### config.mk
export PLATFORM = sky130hd
export DESIGN_NAME = async_fifo_wr_ctrl
export DESIGN_NICKNAME = d
export VERILOG_FILES = /design/src/rtl/fifo_ptr_pkg.sv /design/src/rtl/bin_to_gray.sv /design/src/rtl/gray_ptr_sync.sv /design/src/rtl/async_fifo_wr_ctrl.sv
export SDC_FILE = /design/constraint.sdc
export NUM_CORES = 1
export LEC_CHECK = 0
export CAP_MARGIN = 10
export CORE_AREA = 10 10 66 68
export CTS_BUF_LIST = sky130_fd_sc_hd__clkbuf_4 sky130_fd_sc_hd__clkbuf_8
export DETAILED_ROUTE_END_ITERATION = 12
export DIE_AREA = 0 0 76 78
export GPL_ROUTABILITY_DRIVEN = 0
export PLACE_DENSITY = 0.73
export RECOVER_POWER = 50
export SYNTH_ARGS = -nofsm -noshare
export SYNTH_HDL_FRONTEND = slang
export SYNTH_HIERARCHICAL = 1
export SYNTH_SLANG_ARGS = --single-unit
export TNS_END_PERCENT = 50
### constraint.sdc
create_clock -name clk -period 3.4 [get_ports clk]
set_clock_uncertainty 0.1 [all_clocks]
set_input_delay 0.51 -clock clk [delete_from_list [all_inputs] [get_ports clk]]
set_output_delay 0.51 -clock clk [all_outputs]
set_load 0.02 [all_outputs]
### src/rtl/fifo_ptr_pkg.sv
// Shared pointer helpers for the dual-clock FIFO controllers.
package fifo_ptr_pkg;

    // Widest pointer the shared Gray decoder handles.
    localparam int MAX_PTR_W = 32;

    typedef enum logic {
        INIT = 1'b0,
        RUN  = 1'b1
    } wr_ctrl_state_e;

    // Pointer width carries one extra wrap bit over the RAM address.
    function automatic int ptr_width(input int addr_width);
        return addr_width + 1;
    endfunction

    // Gray decode; callers zero-extend narrower pointers, which decodes identically.
    function automatic logic [MAX_PTR_W-1:0] gray_to_bin(input logic [MAX_PTR_W-1:0] gray);
        logic [MAX_PTR_W-1:0] bin;
        bin[MAX_PTR_W-1] = gray[MAX_PTR_W-1];
        for (int i = MAX_PTR_W - 2; i >= 0; i--) begin
            bin[i] = bin[i+1] ^ gray[i];
        end
        return bin;
    endfunction

endpackage

### src/rtl/bin_to_gray.sv
// Binary to reflected Gray code converter.
module bin_to_gray #(
    parameter int CNTR_WIDTH = 5
) (
    input  logic [CNTR_WIDTH-1:0] bin_i,
    output logic [CNTR_WIDTH-1:0] gray_o
);

    assign gray_o = bin_i ^ (bin_i >> 1);

endmodule

### src/rtl/gray_ptr_sync.sv
// Multi-flop synchroniser for a Gray-coded pointer crossing clock domains.
module gray_ptr_sync #(
    parameter int WIDTH  = 5,
    parameter int STAGES = 2
) (
    input  logic             clk,
    input  logic             reset,
    input  logic [WIDTH-1:0] gray_i,
    output logic [WIDTH-1:0] gray_o
);

    logic [WIDTH-1:0] sync_q [STAGES];

    // Shift the asynchronous pointer through the flop chain.
    always_ff @(posedge clk or negedge reset) begin
        if (!reset) begin
            for (int i = 0; i < STAGES; i++) begin
                sync_q[i] <= '0;
            end
        end else begin
            sync_q[0] <= gray_i;
            for (int i = 1; i < STAGES; i++) begin
                sync_q[i] <= sync_q[i-1];
            end
        end
    end

    assign gray_o = sync_q[STAGES-1];

endmodule

### src/rtl/async_fifo_wr_ctrl.sv
// Write-side pointer controller of a dual-clock FIFO (write clock domain only).
module async_fifo_wr_ctrl
    import fifo_ptr_pkg::*;
#(
    parameter int ADDR_WIDTH  = 4,
    parameter int SYNC_STAGES = 2,
    parameter int AF_THRESH   = 2,
    localparam int PTR_W      = ptr_width(ADDR_WIDTH)
) (
    input  logic                  clk,
    input  logic                  reset,
    input  logic                  wr_valid_i,
    output logic                  wr_ready_o,
    output logic                  wr_en_o,
    output logic [ADDR_WIDTH-1:0] wr_addr_o,
    output logic [PTR_W-1:0]      wr_gray_ptr_o,
    input  logic [PTR_W-1:0]      rd_gray_ptr_i,
    output logic                  full_o,
    output logic                  almost_full_o,
    output logic [PTR_W-1:0]      fill_level_o,
    output logic                  overflow_o
);

    localparam int               DEPTH     = 1 << ADDR_WIDTH;
    localparam logic [PTR_W-1:0] DEPTH_W   = PTR_W'(DEPTH);
    localparam logic [PTR_W-1:0] AF_W      = PTR_W'(AF_THRESH);
    localparam logic [2:0]       INIT_LAST = 3'(SYNC_STAGES);

    wr_ctrl_state_e   state_q, state_d;
    logic [2:0]       init_cnt_q, init_cnt_d;
    logic [PTR_W-1:0] wr_bin_q, wr_bin_d;
    logic [PTR_W-1:0] wr_gray_q, wr_gray_d;
    logic [PTR_W-1:0] fill_q, fill_d;
    logic             full_q, full_d;
    logic             af_q, af_d;
    logic             ovf_q, ovf_d;

    logic             push;
    logic [PTR_W-1:0] rd_gray_s;
    logic [PTR_W-1:0] rd_bin_s;
    logic [PTR_W-1:0] rd_gray_full;

    gray_ptr_sync #(
        .WIDTH  (PTR_W),
        .STAGES (SYNC_STAGES)
    ) u_rd_sync (
        .clk    (clk),
        .reset  (reset),
        .gray_i (rd_gray_ptr_i),
        .gray_o (rd_gray_s)
    );

    bin_to_gray #(
        .CNTR_WIDTH (PTR_W)
    ) u_wr_b2g (
        .bin_i  (wr_bin_d),
        .gray_o (wr_gray_d)
    );

    // FSM next state: hold off pushes until the read-pointer synchroniser has flushed.
    always_comb begin
        state_d    = state_q;
        init_cnt_d = init_cnt_q;
        wr_ready_o = 1'b0;
        unique case (state_q)
            INIT: begin
                if (init_cnt_q == INIT_LAST) begin
                    state_d = RUN;
                end else begin
                    init_cnt_d = init_cnt_q + 3'd1;
                end
            end
            RUN: begin
                wr_ready_o = ~full_q;
            end
            default: begin
                state_d = INIT;
            end
        endcase
    end

    // Next pointer and status flags, all derived from the post-edge pointer values.
    always_comb begin
        push         = wr_valid_i & wr_ready_o;
        wr_bin_d     = wr_bin_q + {{(PTR_W-1){1'b0}}, push};
        rd_bin_s     = PTR_W'(gray_to_bin(MAX_PTR_W'(rd_gray_s)));
        rd_gray_full = {~rd_gray_s[PTR_W-1:PTR_W-2], rd_gray_s[PTR_W-3:0]};
        full_d       = (wr_gray_d == rd_gray_full);
        fill_d       = wr_bin_d - rd_bin_s;
        af_d         = ((DEPTH_W - fill_d) <= AF_W);
        ovf_d        = ovf_q | ((state_q == RUN) & wr_valid_i & full_q);
    end

    // FSM and init counter registers.
    always_ff @(posedge clk or negedge reset) begin
        if (!reset) begin
            state_q    <= INIT;
            init_cnt_q <= '0;
        end else begin
            state_q    <= state_d;
            init_cnt_q <= init_cnt_d;
        end
    end

    // Write pointer, exported Gray pointer and registered status flags.
    always_ff @(posedge clk or negedge reset) begin
        if (!reset) begin
            wr_bin_q  <= '0;
            wr_gray_q <= '0;
            fill_q    <= '0;
            full_q    <= 1'b0;
            af_q      <= 1'b0;
            ovf_q     <= 1'b0;
        end else begin
            wr_bin_q  <= wr_bin_d;
            wr_gray_q <= wr_gray_d;
            fill_q    <= fill_d;
            full_q    <= full_d;
            af_q      <= af_d;
            ovf_q     <= ovf_d;
        end
    end

    assign wr_en_o       = push;
    assign wr_addr_o     = wr_bin_q[ADDR_WIDTH-1:0];
    assign wr_gray_ptr_o = wr_gray_q;
    assign full_o        = full_q;
    assign almost_full_o = af_q;
    assign fill_level_o  = fill_q;
    assign overflow_o    = ovf_q;

endmodule

**Word-level counts from Yosys, hierarchy flattened**

Cells that the tools add are included.

- Flip-flop bits (word level): 32
- Input port bits: 8
- Output and inout port bits: 19
- Word-level logic and storage cells: 34

- Add/subtract/negate cells: 4
- Magnitude comparators: 1
- Equality and inequality tests: 2
- Multiplexer cells: 3
- Bitwise logic cells: 13
- Reductions and logical operators: 1

Operators by type and width:

| operator | number |
|---|---|
| $add 5x1->5 | 1 |
| $eq 5x5->1 | 1 |
| $le 5x2->1 const B | 1 |
| $sub 5x5->5 | 1 |
| $sub 5x5->5 const A | 1 |
| $xor 5x4->5 | 1 |
| $xor 1x1->1 | 4 |
| $add 3x1->3 const B | 1 |
| $and 1x1->1 | 3 |
| $eq 3x2->1 const B | 1 |
| $mux 1 | 3 |
| $not 1->1 | 3 |
| $not 2->2 | 1 |
| $reduce_and 2->1 | 1 |
| $or 1x1->1 | 1 |

**Longest topological paths before layout**

Gate-level depths: netlist of run 1.

- Depth after elaboration: 7
- Depth in mapped cells: 15
- Gate-level depth less buffers: 14

**By module**

The synthesis of run 1 kept the hierarchy.

By module, submodules not included:

| module | instances | cells each | area an instance (µm²) | sequential area each (µm²) |
|---|---|---|---|---|
| async_fifo_wr_ctrl | 1 | 89 | 1098.6 | 550.5 |
| gray_ptr_sync | 1 | 15 | 287.8 | 250.2 |
| bin_to_gray | 1 | 5 | 42.5 | 0.0 |

**Worst setup path before layout of run 1**

OpenSTA, ideal clock, no wires.

- Kind: reg2reg
- Start point: reg u_rd_sync.sync_q (netlist bit u_rd_sync/gray_o[4])
- End point: reg af_q, in the netlist almost_full_o
- Library setup time: 0.092 ns
- Arrival time: 3.098 ns
- Data required time: 3.208 ns
- Setup slack: 0.111 ns
- Cell stages (with the launch flop): 15
- Buffers on the path: 1
- Period minus slack after synthesis: 3.289 ns
- Cells stage by stage: dfrtp_1 buf_4 xnor2_2 xor2_2 xor2_1 xnor2_1 ha_1 inv_1 fa_1 inv_1 ha_1 nand2b_1 or3b_1 nand2b_1 o31ai_2

- Longest elaborated chain between the ends: 7

Ends and longest elaborated chain:

| item | RTL line | text |
|---|---|---|
| start: declaration | gray_ptr_sync.sv:12 | `logic [WIDTH-1:0] sync_q [STAGES];` |
| start signal: indexed assignment | gray_ptr_sync.sv:23 | `sync_q[i] <= sync_q[i-1];` |
| $xor 1x1->1 * (3 in series) | fifo_ptr_pkg.sv:22 | `bin[i] = bin[i+1] ^ gray[i];` |
| $xor 1x1->1 | fifo_ptr_pkg.sv:22 |  |
| $sub 5x5->5 * | async_fifo_wr_ctrl.sv:89 | `fill_d = wr_bin_d - rd_bin_s;` |
| via fill_d[1] | async_fifo_wr_ctrl.sv:33 | `logic [PTR_W-1:0] fill_q, fill_d;` |
| $sub 5x5->5 * | async_fifo_wr_ctrl.sv:90 | `af_d = ((DEPTH_W - fill_d) <= AF_W);` |
| $le 5x2->1 * | async_fifo_wr_ctrl.sv:90 |  |
| via af_d | async_fifo_wr_ctrl.sv:35 | `logic af_q, af_d;` |
| end signal: assignment | async_fifo_wr_ctrl.sv:112 | `af_q <= 1'b0;` |
| end signal: assignment | async_fifo_wr_ctrl.sv:119 | `af_q <= af_d;` |
| end: declaration | async_fifo_wr_ctrl.sv:35 |  |

Mark *: on every way through the listed nets, which the timed path passes. The rest lies on a longest branch.
A chain may end at the register's enable or synchronous reset.

**Worst setup path after layout of run 1**

- Start point: reg u_rd_sync.sync_q (netlist bit u_rd_sync/gray_o[3])
- End point: reg af_q, in the netlist almost_full_o

Same word-level chain as after synthesis.

==> results_dict.tcl, run 1 <==
set metrics [dict create \
    min_path_type "flop to flop" \
    drtAntennaViolNets 0 \
    yosysWarnings 6 \
    busiest_layer "met2" \
    intPower_mw 1.200 \
    grt_util_met2_pct 14.12 \
    worstPathArrival_ps 3460 \
    start_util_pct 44.94 \
    synth_nets 128 \
    clkPwrFrac_pct 10.0 \
    io_buffers 26 \
    hold_violations 0 \
    max_cap_violations 1 \
    min_period_ps 3322 \
    yosys.area.top_type "dfrtp_1" \
    slew_headroom_pct -6.605 \
    die-height_um 78 \
    violations "capacitance limit, slew limit" \
    holdWs_ps 253.0 \
    holdCritStartpoint "u_rd_sync/sync_q[5]" \
    clock-root-buffer "clkbuf_4" \
    crit_path_max_fanout 2 \
    syn_area_um2 1429 \
    clk_latency_ps 320 \
    powerDensity_nw_per_um2 1100 \
    yosys-top-cells-area "dfrtp_1 (56%), ha_1 (8.8%), xor2_1 (5.5%)" \
    overflow 0 \
    regToRegStartpoint "u_rd_sync/gray_o[3]" \
    async_reset_ff_share_pct 100.0 \
    ys_top_cells_by_count "dfrtp_1 (32), buf_4 (10), ha_1 (10)" \
    p_switching_uw 794.0 \
    drt_iter0_markers 42 \
    synth_cell_types 28 \
    ir_worst_vdd_mv 0.4356 \
    instances_no_fill 189 \
    cts_tree "built" \
    synthCells 109 \
    ios 27 \
    power_switching_share_pct 39.82 \
    seq_power_share_pct 28.2 \
    critPathCaptureType "flop" \
    netlist.area_leader.share_pct 56.04 \
    use_met1_pct 8.011 \
    syn2layout_area_growth_pct 26.88 \
    routed_via_density 4.434 \
    grt_pass1_vias 876 \
    synth_ff_type "dfrtp_1" \
    synth_area_per_cell_um2 13.11 \
    ys_seq_area_share_pct 56.04 \
    required_ps 3540 \
    finalSetupViolations 0 \
    drv_slew 33 \
    p_leak_nw 0.8245 \
    grt.total_usage_pct 8.357 \
    core_region_area_um2 3179 \
    fin_crit_sh_pct 97.72 \
    reg2reg_slack_ps 80 \
    detail_route.wl_per_cell_um 12.61 \
    grt_use_met3_pct 3.917 \
    grt_first_pass_wirelength_mm 3.939 \
    first_pass_iters 4 \
    clkTransAtPathRegs_ps 90 \
    grt_max_degree 33 \
    die_w_um 76 \
    crit_type "flop to flop" \
    postCtsHoldBufs 0 \
    dp.final_hpwl_mm 1.824 \
    cts_made_buffers 5 \
    clockBufferDepth 2 \
    drc 0 \
    vias 838 \
    cts_max_level 2 \
    run_status "finished, violations left" \
    dp.cells 179 \
    antenna_found_initial 0 \
    max_freq_mhz 301.0 \
    synth-edff-count 0 \
    diodes 0 \
    cts_sinks 32 \
    rsz0062_at_grt "true" \
    drive_gt1_share_pct 18.18 \
    num_rows 21 \
    finalNetCount 162 \
    p_comb_share_pct 61.8 \
    setup_tns_ps 0 \
    worstSetupStartpoint "u_rd_sync/gray_o[3]" \
    synth_most_common_cell "dfrtp_1" \
    worst_setup_path_start_kind "flop" \
    ys_seq_elements 32 \
    drt-total-wl_mm 2.384 \
    tightest_slew_ps 1599 \
    dieArea_um2 5928 \
]
==> power by group through the flow <==
| stage | Clock [mW] | Combinational [mW] | Sequential [mW] |
|---|---|---|---|
| finish | 0.200 | 1.23 | 0.561 |
| global route | 0.226 | 1.35 | 0.576 |
| CTS | 0.210 | 1.22 | 0.564 |
| detailed placement | 0 | 1.20 | 0.571 |
| global placement | 0 | 1.19 | 0.565 |
| floorplan | 0 | 0.717 | 0.657 |
==> stage by stage <==
step           total power, mW  instance area, um^2  worst slack (ps)  utilization, %
5_1_grt                  2.156                 1813            -115.8           57.02
4_1_cts                  1.992                 1782             4.805           56.04
3_3_place_gp             1.752                 1732            -44.97           54.47
6_report                 1.994                 1813             77.51           57.02
3_5_place_dp             1.776                 1732            -161.8           54.47
2_1_floorplan            1.374                 1429             110.7               -
==> worst max-delay path, cell delays in order, from the launching register on <==
cell,delay (ps)
dfrtp_1,420
xnor2_2,260
xor2_2,230
xor2_2,200
xnor2_1,150
ha_2,200
inv_1,50
fa_1,510
inv_1,50
ha_1,260
nand2b_1,90
or3b_4,380
nand2b_1,170
o31ai_2,180
==> routing by layer <==
layer | routed length, um | part of all wire (%) | up-vias
li1 | - | - | 405
met1 | 937 | 39 | 402
met2 | 1220 | 51 | 25
met3 | 166 | 7.0 | 6
met4 | 59 | 2.5 | 0
met5 | 0 | 0 | -
==> layout by cell type, fill, tap and decap left out, types with 2 or more instances in the layout <==
master	Yosys	layout
o21ai_0	2	2
nand2_1	4	4
xor2_1	9	8
nor2b_1	2	2
nor2_1	2	2
clkdlybuf4s50_1	0	20
a21oi_1	2	2
nand2b_1	2	2
xnor2_1	7	7
xor2_2	1	2
clkbuf_4	0	6
dfrtp_1	32	32
inv_1	9	9
dlygate4sd3_1	0	6
buf_4	10	10
ha_1	10	9
nand3_1	2	2
xnor2_2	2	2
==> sequential cells by signal, summed over array words and instances, names as in the netlist <==
signal	flops
init_cnt_q	3
wr_gray_ptr_o	5
wr_bin_q	5
u_rd_sync/sync_q	5
fill_level_o	5
u_rd_sync/gray_o	5
almost_full_o	1
overflow_o	1
state_q	1
full_o	1
==> kinds of logic after synthesis <==
kind of cell / count (synthesis) / share of synthesized area, %
DFF: 32 / 56.04
xor gates and xnor gates: 20 / 14.80
AOI/OAI and AO/OA: 9 / 4.379
adders and majority gates: 11 / 10.16
buffers and inverters: 19 / 7.618
and+or+nand+nor: 18 / 7.006
==> worst paths after layout <==
check,end,cells after the start
min in group asynchronous,wr_gray_ptr_o[0],2
hold reg to reg,u_rd_sync/gray_o[0],0
hold / removal,u_rd_sync/gray_o[0],0
setup reg to reg,almost_full_o,13
setup / recovery,almost_full_o,13
max in group asynchronous,fill_level_o[0],2
==> area by class of cell <==
| type | instances | area [um^2] |
|---|---|---|
| timing repair buffer | 37 | 339.1 |
| clock buffer | 6 | 45.04 |
| multi-input combinational | 58 | 531.8 |
| fill | 279 | 1366 |
| sequential | 32 | 800.8 |
| clock inverter | 1 | 5.005 |
| tap | 46 | 57.56 |
| inverter | 9 | 33.78 |
==> timing repair <==
| action | 4_1_cts | 5_1_grt |
|---|---|---|
| setup buffers | 0 | 3 |
| resized for setup | 0 | 3 |
| setup endpoints to repair | 0 | 1 |
Power figures use the tool's default switching activity.
==> inputs of run 2 (changes only) <==
Settings changed: CTS_CLUSTER_SIZE from default to 8.
Clock period 3.4 ns to 3 ns, I/O delays scaled along.
==> results_dict.tcl, run 2 (same netlist as run 1, synthesis figures left out) <==
set metrics [dict create \
    reg2reg_depth 13 \
    overflow 0 \
    required_ps 3140 \
    cts_max_level 2 \
    crit_path_max_fanout 2 \
    layout_commonest_cell "dfrtp_1" \
    io_buffers 26 \
    slowest_delay_ps 490 \
    clk_latency_ps 330 \
    ir_worst_vdd_mv 0.6196 \
    fin_area_um2 1938 \
    dieArea_um2 5928 \
    clockBufferDepth 2 \
    routed_via_density 4.439 \
    vias 879 \
    die_w_um 76 \
    min_path_type "flop to flop" \
    crit_type "flop to flop" \
    grt_max_degree 33 \
    die-height_um 78 \
    p_leak_nw 0.8934 \
    max_cap_violations 1 \
    antenna_found_initial 0 \
    power_mw 2.540 \
    final_cell_mix "dfrtp_1 (30), clkdlybuf4s50_1 (20), buf_4 (18), ha_1 (9)" \
    holdWs_ps 254.6 \
    dp.final_hpwl_mm 1.940 \
    crit_top_cell "xor2_2" \
    max_freq_mhz 301.8 \
    grt_first_pass_wirelength_mm 4.353 \
    fin_crit_sh_pct 110.4 \
    diodes 0 \
    drive_gt1_share_pct 26.97 \
    run_status "finished, violations left" \
    drc 0 \
    hold_violations 0 \
    finalSetupViolations 1 \
    clkTransAtPathRegs_ps 90 \
    first_pass_iters 3 \
    cts_tree "built" \
    detail_route.wl_per_cell_um 12.98 \
    slew_headroom_pct -10.53 \
    crit_slowest_cell "fa_1" \
    syn2layout_area_growth_pct 35.64 \
    worst_setup_path_start_kind "flop" \
    hold_depth 0 \
    core_region_area_um2 3179 \
    tightest_slew_ps 1658 \
    drv_slew 33 \
    worstPathArrival_ps 3450 \
    cts_made_buffers 5 \
    clock-root-buffer "clkbuf_4" \
    min_period_ps 3313 \
    grt_pass1_vias 970 \
    place_area_um2 1818 \
    path_cells "xnor2_4, xor2_2, xor2_2, xnor2_2, ha_2, inv_2, fa_1, inv_1, ha_1, nand2b_1, or3b_4, nand2b_4, o31ai_2" \
    start_util_pct 44.94 \
    critPathCaptureType "flop" \
    drt-total-wl_mm 2.571 \
    drt_iter0_markers 18 \
    worst_slack_ps -313.0 \
    powerDensity_nw_per_um2 1311 \
    ios 27 \
    grt.total_usage_pct 9.144 \
    cts_sinks 32 \
    violations "capacitance limit, slew limit, setup timing" \
    finalNetCount 170 \
    num_rows 21 \
    drtAntennaViolNets 0 \
    rsz0062_at_grt "true" \
    place_ws_ps -542.1 \
]
[run 2: changes by cell type in the layout (fill, tap and decap cells not counted), sizes merged]
cell and change:
bufinv +1, buf +8
[run 2: area by class of cell]
class,count,area [um^2]
clock buffers,6,45.04
clock inverters,2,35.03
fillers,259,1241
inverters,9,33.78
multi-input cells,58,564.3
flip-flops and latches,32,803.3
well taps,46,57.56
repair buffers,45,399.1
[run 2: critical path, delay by kind of cell, from the launching register on]
family	cells	cell delay (ps)
AO/OA/AOI/OAI	1	180
XOR/XNOR	4	790
adder cells (fa/ha/maj)	3	960
buffers and inverters	2	90
flip-flops	1	450
AND/OR/NAND/NOR	3	640
[run 2: through the flow]
stage / setup TNS [ps] / instances / util (%)
after floorplan: -217.2 / 109 / -
after global placement: -715.2 / 188 / 57.18
after detailed placement: -853.1 / 188 / 57.18
after CTS: -303.7 / 198 / 60.80
after global routing: -495.1 / 198 / 60.96
final: -313.0 / 198 / 60.96
[run 2: worst paths after layout]
path                       slack (ps)           startpoint                   to
max                              -310  u_rd_sync/gray_o[4]        almost_full_o
max in group asynchronous         760                reset  u_rd_sync/gray_o[3]
max reg2reg                      -310  u_rd_sync/gray_o[4]        almost_full_o
min in group asynchronous         970                reset      fill_level_o[3]
min                               250  u_rd_sync/sync_q[7]  u_rd_sync/gray_o[2]
min reg2reg                       250  u_rd_sync/sync_q[7]  u_rd_sync/gray_o[2]
[run 2: timing repair]
action | CTS | global route
gates resized for setup | 6 | 2
hold buffers | 0 | 0
endpoints found under the setup margin | 1 | 2
hold endpoints to repair | 0 | 0
buffers inserted | 2 | 0
pin swaps | 7 | 5
[run 2: where the power goes]
group / leakage, nW / switching [mW] / internal [mW]
registers: 0.375 / 0.0658 / 0.572
logic: 0.473 / 0.779 / 0.801
clock network: 0.0456 / 0.139 / 0.184
total: 0.893 / 0.984 / 1.56
[run 2: per-layer routing]
metal | vias up | wire [um] | GRT usage (%)
met5 | - | 0 | 0
met4 | 0 | 40 | 3.977
met3 | 6 | 196 | 4.608
met2 | 27 | 1303 | 15.82
met1 | 422 | 1030 | 9.085
li1 | 424 | - | -
==> inputs of run 3 (changes only) <==
Settings changed: SKIP_LAST_GASP from default to 1.
==> results_dict.tcl, run 3 (same netlist as run 1, synthesis figures left out) <==
set metrics [dict create \
    crit_type "flop to flop" \
    routed_via_density 4.439 \
    final_core_util_pct 60.96 \
    dieArea_um2 5928 \
    ir_worst_vdd_mv 0.6181 \
    clkTransAtPathRegs_ps 90 \
    drv_slew 33 \
    dp.cells 188 \
    layout_commonest_cell "dfrtp_1" \
    diodes 0 \
    final_cell_mix "dfrtp_1 (30), clkdlybuf4s50_1 (20), buf_4 (18), inv_1 (9), ha_1 (9)" \
    register_area_um2 803.3 \
    finalNetCount 170 \
    drtAntennaViolNets 0 \
    cts_sinks 32 \
    min_path_type "flop to flop" \
    antenna_found_initial 0 \
    overflow 0 \
    worst_slack_ps -315.5 \
    vias 879 \
    rsz0062_at_grt "true" \
    path_cells "xnor2_4, xor2_2, xor2_2, xnor2_2, ha_2, inv_1, fa_1, inv_1, ha_1, nand2b_1, or3b_4, nand2b_4, o31ai_2" \
    fillers 259 \
    clockBufferDepth 2 \
    syn2layout_area_growth_pct 35.64 \
    worstPathArrival_ps 3460 \
    grt.total_usage_pct 9.144 \
    instances_no_fill 198 \
    core_region_area_um2 3179 \
    slowest_delay_ps 500 \
    io_buffers 26 \
    place_area_um2 1818 \
    drt_iter0_markers 18 \
    die-height_um 78 \
    cts_tree "built" \
    p_leak_nw 0.8937 \
    critPathCaptureType "flop" \
    die_w_um 76 \
    finalSetupViolations 1 \
    cts_made_buffers 5 \
    grt_max_degree 33 \
    min_period_ps 3316 \
    drive_gt1_share_pct 26.32 \
    worst_setup_path_start_kind "flop" \
    fin_crit_sh_pct 110.5 \
    ios 27 \
    drc 0 \
    crit_slowest_cell "fa_1" \
    max_freq_mhz 301.6 \
    slew_headroom_pct -10.53 \
    clock-root-buffer "clkbuf_4" \
    postCtsHoldBufs 0 \
    max_cap_violations 1 \
    required_ps 3140 \
    cts_max_level 2 \
    holdWs_ps 254.6 \
    tightest_slew_ps 1658 \
    num_rows 21 \
    multiInputGateArea_um2 564.3 \
    place_ws_ps -542.1 \
    first_pass_iters 3 \
    powerDensity_nw_per_um2 1310 \
    grt_pass1_vias 970 \
    hold_violations 0 \
    clk_latency_ps 330 \
    start_util_pct 44.94 \
    detail_route.wl_per_cell_um 12.98 \
    dp.final_hpwl_mm 1.940 \
    violations "capacitance limit, slew limit, setup timing" \
    drt-total-wl_mm 2.570 \
    run_status "finished, violations left" \
    grt_first_pass_wirelength_mm 4.353 \
    crit_path_max_fanout 2 \
    fin_area_um2 1938 \
]
[run 3: cell count changes in the layout (fill, tap and decap cells not counted)]
cell	change
inv_1	+1
inv_2	-1
[run 3: through the flow]
stage / setup TNS, ps / total power [mW]
after detailed placement: -853.1 / 2.140
after global placement: -715.2 / 2.093
final: -315.5 / 2.538
after floorplan: -217.2 / 1.562
after global routing: -502.8 / 2.740
after CTS: -306.6 / 2.507
[run 3: final cells by class]
class / instances / share of cell area, %
multi-input combinational: 58 / 29.12
clock inverter: 2 / 1.808
tap: 46 / 2.970
clock buffer: 6 / 2.324
inverter: 9 / 1.743
timing repair buffer: 45 / 20.59
sequential: 32 / 41.45
[run 3: repair_timing]
item	4_1_cts	5_1_grt
hold endpoints to repair	0	0
endpoints found under the setup margin	1	2
setup buffers	2	0
pin swaps	7	5
gates resized for setup	5	2
[run 3: worst max-delay path, delay by kind of cell (launching register included)]
family          cells  cell delay (ps)
buf+inv             2              100
simple gates        3              640
xor+xnor            4              790
flops               1              450
compound gates      1              180
fa+ha+maj           3              960
[run 3: routing by layer]
layer / track usage, % / up-vias / routed length [um]
li1: - / 424 / -
met1: 9.085 / 422 / 1029
met2: 15.82 / 27 / 1303
met3: 4.608 / 6 / 196
met4: 3.977 / 0 / 40
met5: 0 / - / 0
[run 3: final timing paths]
path | cells after the start | from | to | slack, ps
max in group asynchronous | 2 | reset | u_rd_sync/gray_o[3] | 760
hold / removal | 0 | u_rd_sync/sync_q[7] | u_rd_sync/gray_o[2] | 250
setup reg to reg | 13 | u_rd_sync/gray_o[4] | almost_full_o | -320
hold reg to reg | 0 | u_rd_sync/sync_q[7] | u_rd_sync/gray_o[2] | 250
setup / recovery | 13 | u_rd_sync/gray_o[4] | almost_full_o | -320
min in group asynchronous | 2 | reset | fill_level_o[3] | 970
[run 3: power by group]
part           internal, mW  switching (mW)  leakage (nW)
combinational         0.800           0.778         0.473
clock                 0.184           0.139        0.0456
sequential            0.572          0.0658         0.375
total                  1.56           0.982         0.894
